File: config.mk
export PLATFORM = sky130hd
export DESIGN_NAME = enc_gray_codec
export DESIGN_NICKNAME = d
export VERILOG_FILES = /design/src/rtl/enc_gray_codec.sv
export SDC_FILE = /design/constraint.sdc
export NUM_CORES = 1
export LEC_CHECK = 0
export ABC_AREA = 1
export CORE_ASPECT_RATIO = 2
export CORE_UTILIZATION = 35
export CTS_CLUSTER_DIAMETER = 120
export DETAILED_ROUTE_END_ITERATION = 7
export SYNTH_ARGS = -nofsm -noshare
export SYNTH_HDL_FRONTEND = slang
export SYNTH_SLANG_ARGS = --single-unit
File: constraint.sdc
create_clock -name clk -period 1.65 [get_ports clk]
set_input_delay 0.165 -clock clk [delete_from_list [all_inputs] [get_ports clk]]
set_output_delay 0.165 -clock clk [all_outputs]
set_load 0.005 [all_outputs]
File: src/rtl/enc_gray_codec.sv
`timescale 1ns/1ps
`default_nettype none
// ============================================================================
// Module   : enc_gray_codec
// Brief    : Pipelined binary<->Gray converter with valid/ready handshakes.
//            Optional Gray step checker enabled by GRAY_STEP_CHECK_EN.
// Revision : 1.0 - initial parametrised release
// ============================================================================
module enc_gray_codec #(
    parameter int WIDTH  = 10,
    parameter int STAGES = 2
) (
    input  logic             clk,
    input  logic             rst_n,
    input  logic             in_valid,
    output logic             in_ready,
    input  logic             in_mode,
    input  logic [WIDTH-1:0] in_data,
    output logic             out_valid,
    input  logic             out_ready,
    output logic             out_mode,
    output logic [WIDTH-1:0] out_data,
    output logic             step_err
);

    logic [STAGES-1:0]             r_valid;
    logic [STAGES-1:0]             r_mode;
    logic [STAGES-1:0]             r_err;
    logic [STAGES-1:0][WIDTH-1:0]  r_data;
    logic [STAGES-1:0]             w_load;
    logic [WIDTH-1:0]              w_gray;
    logic [WIDTH-1:0]              w_bin;
    logic [WIDTH-1:0]              w_conv;
    logic                          w_accept;
    logic                          w_err;

    assign w_gray = in_data ^ (in_data >> 1);

    // Each binary bit is the XOR of all Gray bits at or above it.
    generate
        for (genvar i = 0; i < WIDTH; i++) begin : g_g2b
            assign w_bin[i] = ^in_data[WIDTH-1:i];
        end
    endgenerate

    assign w_conv = in_mode ? w_bin : w_gray;

    // A stage is blocked only when it and every stage after it hold data
    // and the consumer is stalling.
    generate
        for (genvar k = 0; k < STAGES; k++) begin : g_load
            assign w_load[k] = out_ready || !(&r_valid[STAGES-1:k]);
        end
    endgenerate

    assign in_ready = rst_n && w_load[0];
    assign w_accept = in_valid && in_ready;

`ifdef GRAY_STEP_CHECK_EN
    localparam logic [WIDTH-1:0] C_ONE = WIDTH'(1);

    logic [WIDTH-1:0] r_prev_gray;
    logic             r_have_prev;
    logic [WIDTH-1:0] w_gray_dom;
    logic [WIDTH-1:0] w_diff;

    assign w_gray_dom = in_mode ? in_data : w_gray;
    assign w_diff     = w_gray_dom ^ r_prev_gray;
    // Exactly one differing bit is the only legal step; zero is a repeat.
    assign w_err      = r_have_prev && !((w_diff != '0) && ((w_diff & (w_diff - C_ONE)) == '0));

    always_ff @(posedge clk or negedge rst_n) begin
        if (!rst_n) begin
            r_prev_gray <= '0;
            r_have_prev <= 1'b0;
        end else if (w_accept) begin
            r_prev_gray <= w_gray_dom;
            r_have_prev <= 1'b1;
        end
    end
`else
    assign w_err = 1'b0;
`endif

    always_ff @(posedge clk or negedge rst_n) begin
        if (!rst_n) begin
            r_valid <= '0;
            r_mode  <= '0;
            r_err   <= '0;
            r_data  <= '0;
        end else begin
            if (w_load[0]) begin
                r_valid[0] <= w_accept;
                if (w_accept) begin
                    r_data[0] <= w_conv;
                    r_mode[0] <= in_mode;
                    r_err[0]  <= w_err;
                end
            end
            for (int k = 1; k < STAGES; k++) begin
                if (w_load[k]) begin
                    r_valid[k] <= r_valid[k-1];
                    if (r_valid[k-1]) begin
                        r_data[k] <= r_data[k-1];
                        r_mode[k] <= r_mode[k-1];
                        r_err[k]  <= r_err[k-1];
                    end
                end
            end
        end
    end

    assign out_valid = r_valid[STAGES-1];
    assign out_data  = r_data[STAGES-1];
    assign out_mode  = r_mode[STAGES-1];
    assign step_err  = r_err[STAGES-1];

endmodule
`default_nettype wire
After elaboration in Yosys (flattened, before gate mapping)
Cells that the tools add are included.
W data, S select, Z words.
{"block": "classes", "bitwise": 1, "mux": 1, "reduce_logical": 18}
{"operator": "$mux W10", "count": 1}
{"operator": "$reduce_xor A10 Y1", "count": 1}
{"operator": "$xor A10 B9 Y10", "count": 1}
{"operator": "$reduce_xor A9 Y1", "count": 1}
{"operator": "$reduce_xor A8 Y1", "count": 1}
{"operator": "$reduce_xor A7 Y1", "count": 1}
{"operator": "$reduce_and A2 Y1", "count": 3}
{"operator": "$reduce_xor A6 Y1", "count": 1}
{"operator": "$reduce_xor A5 Y1", "count": 1}
{"operator": "$reduce_xor A4 Y1", "count": 1}
{"operator": "$reduce_xor A3 Y1", "count": 1}
{"operator": "$logic_and A1 B1 Y1", "count": 2}
{"operator": "$logic_not A1 Y1", "count": 2}
{"operator": "$logic_or A1 B1 Y1", "count": 2}
{"operator": "$reduce_xor A2 Y1", "count": 1}
{"block": "totals", "in_bits": 15, "wordCells": 26, "regBits": 24, "out_inout_bits": 14}

Logic depth before layout (Yosys ltp)
{"block": "logic_depth", "ltp_word": 6, "depth_mapped": 10, "ltp_nobuf": 10}

Least setup slack after synthesis
OpenSTA, ideal clock, no wires.
{"block": "synth_path", "path_type": "register to register", "from": "register r_valid[1]", "to": "register r_data (netlist bit out_data[3])", "stages_incl_launch_ff": 5, "period_less_slack_ps": 1202, "path_buffers": 1, "required_ps": 1525, "setup_slack_ps": 448, "setup_time_ps": 125, "arrival_ps": 1077, "cell_sequence": "dfrtp_1 > nand2_1 > nand2_2 > buf_2 > mux2_2"}
{"block": "synth_via", "elab_chain_cells": 3}
{"element": "start: declaration", "line_no": "26", "rtl": "logic [STAGES-1:0] r_valid;"}
{"element": "start signal: indexed assignment", "line_no": "102", "rtl": "r_valid[k] <= r_valid[k-1];"}
{"element": "$logic_not A1 Y1", "line_no": "52", "rtl": "assign w_load[k] = out_ready || !(&r_valid[STAGES-1:k]);"}
{"element": "$logic_or A1 B1 Y1", "line_no": "52"}
{"element": "$reduce_and A2 Y1 (no source line)"}
{"element": "end signal: indexed assignment", "line_no": "104", "rtl": "r_data[k] <= r_data[k-1];"}
{"element": "end: declaration", "line_no": "29", "rtl": "logic [STAGES-1:0][WIDTH-1:0] r_data;"}
No other way between the ends.
A chain may end at the register's enable or synchronous reset.

Worst setup path in the final report
{"block": "layout_path", "from": "register r_valid[1]", "to": "output port in_ready"}
{"block": "layout_via", "elab_chain_cells": 4}
{"element": "$reduce_and A2 Y1", "line_no": "52"}
{"element": "$logic_not A1 Y1", "line_no": "52"}
{"element": "$logic_or A1 B1 Y1", "line_no": "52"}
{"element": "$logic_and A1 B1 Y1", "line_no": "56", "rtl": "assign in_ready = rst_n && w_load[0];"}
{"element": "end: declaration", "line_no": "16", "rtl": "output logic in_ready,"}
No other way between the ends.

==> results.md <==
- Seq/Total Area, Yosys: around 44%
- VDD IR max: around 300 µV
- Skew-Pair Late Insertion Delay: roughly 260 ps
- Vias in the first global route: around 1,100
- Initial drt markers: 11
- Clock root buffer: clkbuf_8
- Port Buffers: 27
- Slew Viols, Final: 0
- Postcts setup bufs: 0
- R2R cell count: 6
- Clk buf depth: 2
- Slowest stage delay, CP: 490 ps
- Warnings, synthesis: 0
- CTS Hold Buffers Added: 0
- CTS buffer count: 3
- Die width: 46.4 µm
- # nets final: approximately 210
- Final min period: between 1500 and 2000 ps
- LEAKAGE: between 0.8 and 0.9 nW
- Chip height: between 90 and 100 µm
- Arrival @ worst endpoint: 1410 ps
- First-pass detailed-route iteration total: 4
- GR peak layer: met2
- Crit. Startpoint: r_valid[1]$_DFFE_PN0P_
- Synth cell types: 19
- CTS tree: done
- Final clock skew: 1.56 ps
- Worst-path clk slew: 80 ps
- Critical path peak fanout: 3
- Synth top area share: between 40 and 50%
- Hold Crit Class: in2async
- Synth area leader: dfrtp_1
- Final Non-Filler Cells: between 200 and 250
- Post-Syn Instances: 174
- Crit path kind: reg2out
- Commonest non-fill, non-tap cell in the layout: nand2_1
- Hold Slack: 303 ps
- I/O pin total: 29
- Initial antenna violation count: 0
- Reg-to-reg setup timing slack: between 400 and 500 ps
- Met2 GRT Util: about 26%
- Drt drc: 0
- Finish-stage setup viols: 0
- Power density over cell area: 1020 mW/mm²
- Final period util: between 90 and 100%
- Largest net degree at the start of global routing: 25
- Peak Freq: ~0.64 GHz
- RR Endpoint: r_data[5]$_DFFE_PN0P_
- Post-Place Cells: roughly 240
- Drt wl/cell: ~10 µm
- Avg Inst Size Synth: 7.93 µm²
- Status: finished clean
- Via count: 1,107
- Initial Util: roughly 36%
- FP Rows: 32
- Share of cells above drive strength 1: about 10%
- DRT antenna net count: 0
- CTS sink count: 24
- CP Capture Type: output port
- Fillers: between 300 and 400
- Yosys reg bits: 24
- Core Area: about 0.0038 mm²
- Met1 Track Usage GR: between 10% and 20%
- RSZ-0062 raised after global routing: no
- Grt ovf: 0
- # H-tree levels: 1
- Setup_tns: 0 ps
- DP HPWL: around 2100 µm
- CP max stage cell: clkdlybuf4s50_1
- First-pass GRT wire length: around 4500 µm
- Final Hold Viols: 0
- # diodes: 0
- RR Startpoint: r_valid[0]$_DFFE_PN0P_
- GR Layer Usage met3: roughly 1.2%
- CP startpoint kind: register
- Post-Syn Nets: about 190
- Syn-to-layout area delta: 23.4%
- Die area: roughly 0.0042 mm²
- WL final: between 2000 and 2500 µm
- Vias per inst: ~4.5
- CP Cell Sequence: nand3_1 > and2_4 > clkdlybuf4s50_1
- CP required: 1480 ps
- Routability cong.: ~0.83
- Maximum Capacitance Violations: 0
- GRT Total Usage: between 10% and 20%
- Syn Std Cell Area: approximately 0.0014 mm²
- Synth top area cells: dfrtp_1, nand2_1, buf_4, nand3_1, mux2_2
- Most frequent cells in the layout: nand2_1, clkdlybuf4s50_1, dfrtp_1
## logic make-up (layout without fill, tap and decap cells)
group,count (synthesis),count (layout),synth area share [%]
AOI/OAI and AO/OA,15,15,5.89
muxes,7,7,5.71
other,1,1,0.272
xor gates and xnor gates,10,10,6.35
and+or+nand+nor,87,87,26.2
DFF,24,24,43.5
buffers and inverters,30,52,12.1
## sequential cells by signal (all words and copies together), names as in the netlist
| register | flops |
|---|---|
| r_mode | 2 |
| out_data | 10 |
| r_data | 10 |
| r_valid | 2 |
## synth_stat cells
| cell | n |
|---|---|
| nand2_1 | 64 |
| dfrtp_1 | 24 |
| nand3_1 | 17 |
| inv_1 | 16 |
| buf_4 | 12 |
| o21ai_0 | 8 |
| mux2_2 | 7 |
| xnor2_1 | 6 |
| a21oi_1 | 4 |
| xor2_1 | 4 |
| nand2_2 | 3 |
| a22oi_1 | 2 |
| a31oi_1 | 1 |
| and2_1 | 1 |
| buf_2 | 1 |
| buf_6 | 1 |
| conb_1 | 1 |
| nand3b_1 | 1 |
| nor2_1 | 1 |
## layer usage
layer,part of all wire [%],vias to the layer above
met5,0,-
met4,4.0,0
met3,2.2,8
met2,55,29
met1,39,489
li1,-,581
## report_power, final
part | total, mW | switching [mW] | internal, mW
clock network | 0.387 | 0.174 | 0.213
logic | 0.561 | 0.230 | 0.332
registers | 0.793 | 0.0633 | 0.730
total | 1.74 | 0.467 | 1.27
## final cells by class
class                   count  area (µm²)  area share (%)
multi-input cells         120         616            36.1
flip-flops and latches     24         601            35.3
repair buffers             32         308            18.1
well taps                  51        63.8            3.75
inverters                  16        60.1            3.53
clock buffers               4        55.1            3.23
## worst max-delay path: cells and delay by family, from the launching register on
| family | cells | cell delay (ps) |
|---|---|---|
| buffers and inverters | 1 | 490 |
| AND/OR/NAND/NOR | 2 | 260 |
| flip-flops | 1 | 390 |
## how the worst max path moves through the flow
stage / endpoint / slack (ps) / cells past startpoint
after global placement: r_data[0]$_DFFE_PN0P_ / 60 / 10
after CTS: in_ready / 30 / 3
after floorplan: out_data[3]$_DFFE_PN0P_ / 450 / 4
after global routing: in_ready / 8 / 3
after detailed placement: r_data[1]$_DFFE_PN0P_ / 40 / 10
final: in_ready / 80 / 3
## through the flow
stage | total power, mW | utilization [%] | area (µm²) | setup slack [ps]
final | 1.74 | 44.8 | 1700 | 76.3
after global routing | 1.87 | 44.8 | 1700 | 7.85
after CTS | 1.77 | 44.7 | 1700 | 32.3
after detailed placement | 1.38 | 43.3 | 1650 | 36.3
after global placement | 1.37 | 43.3 | 1650 | 58.3
after floorplan | 1.18 | - | 1380 | 448
## repair_timing
| action | CTS | global route |
|---|---|---|
| endpoints found under the setup margin | 0 | 1 |
| hold endpoints to repair | 0 | 0 |
| gates resized for setup | 0 | 1 |
Note: power is estimated with default switching activity, not from simulation.
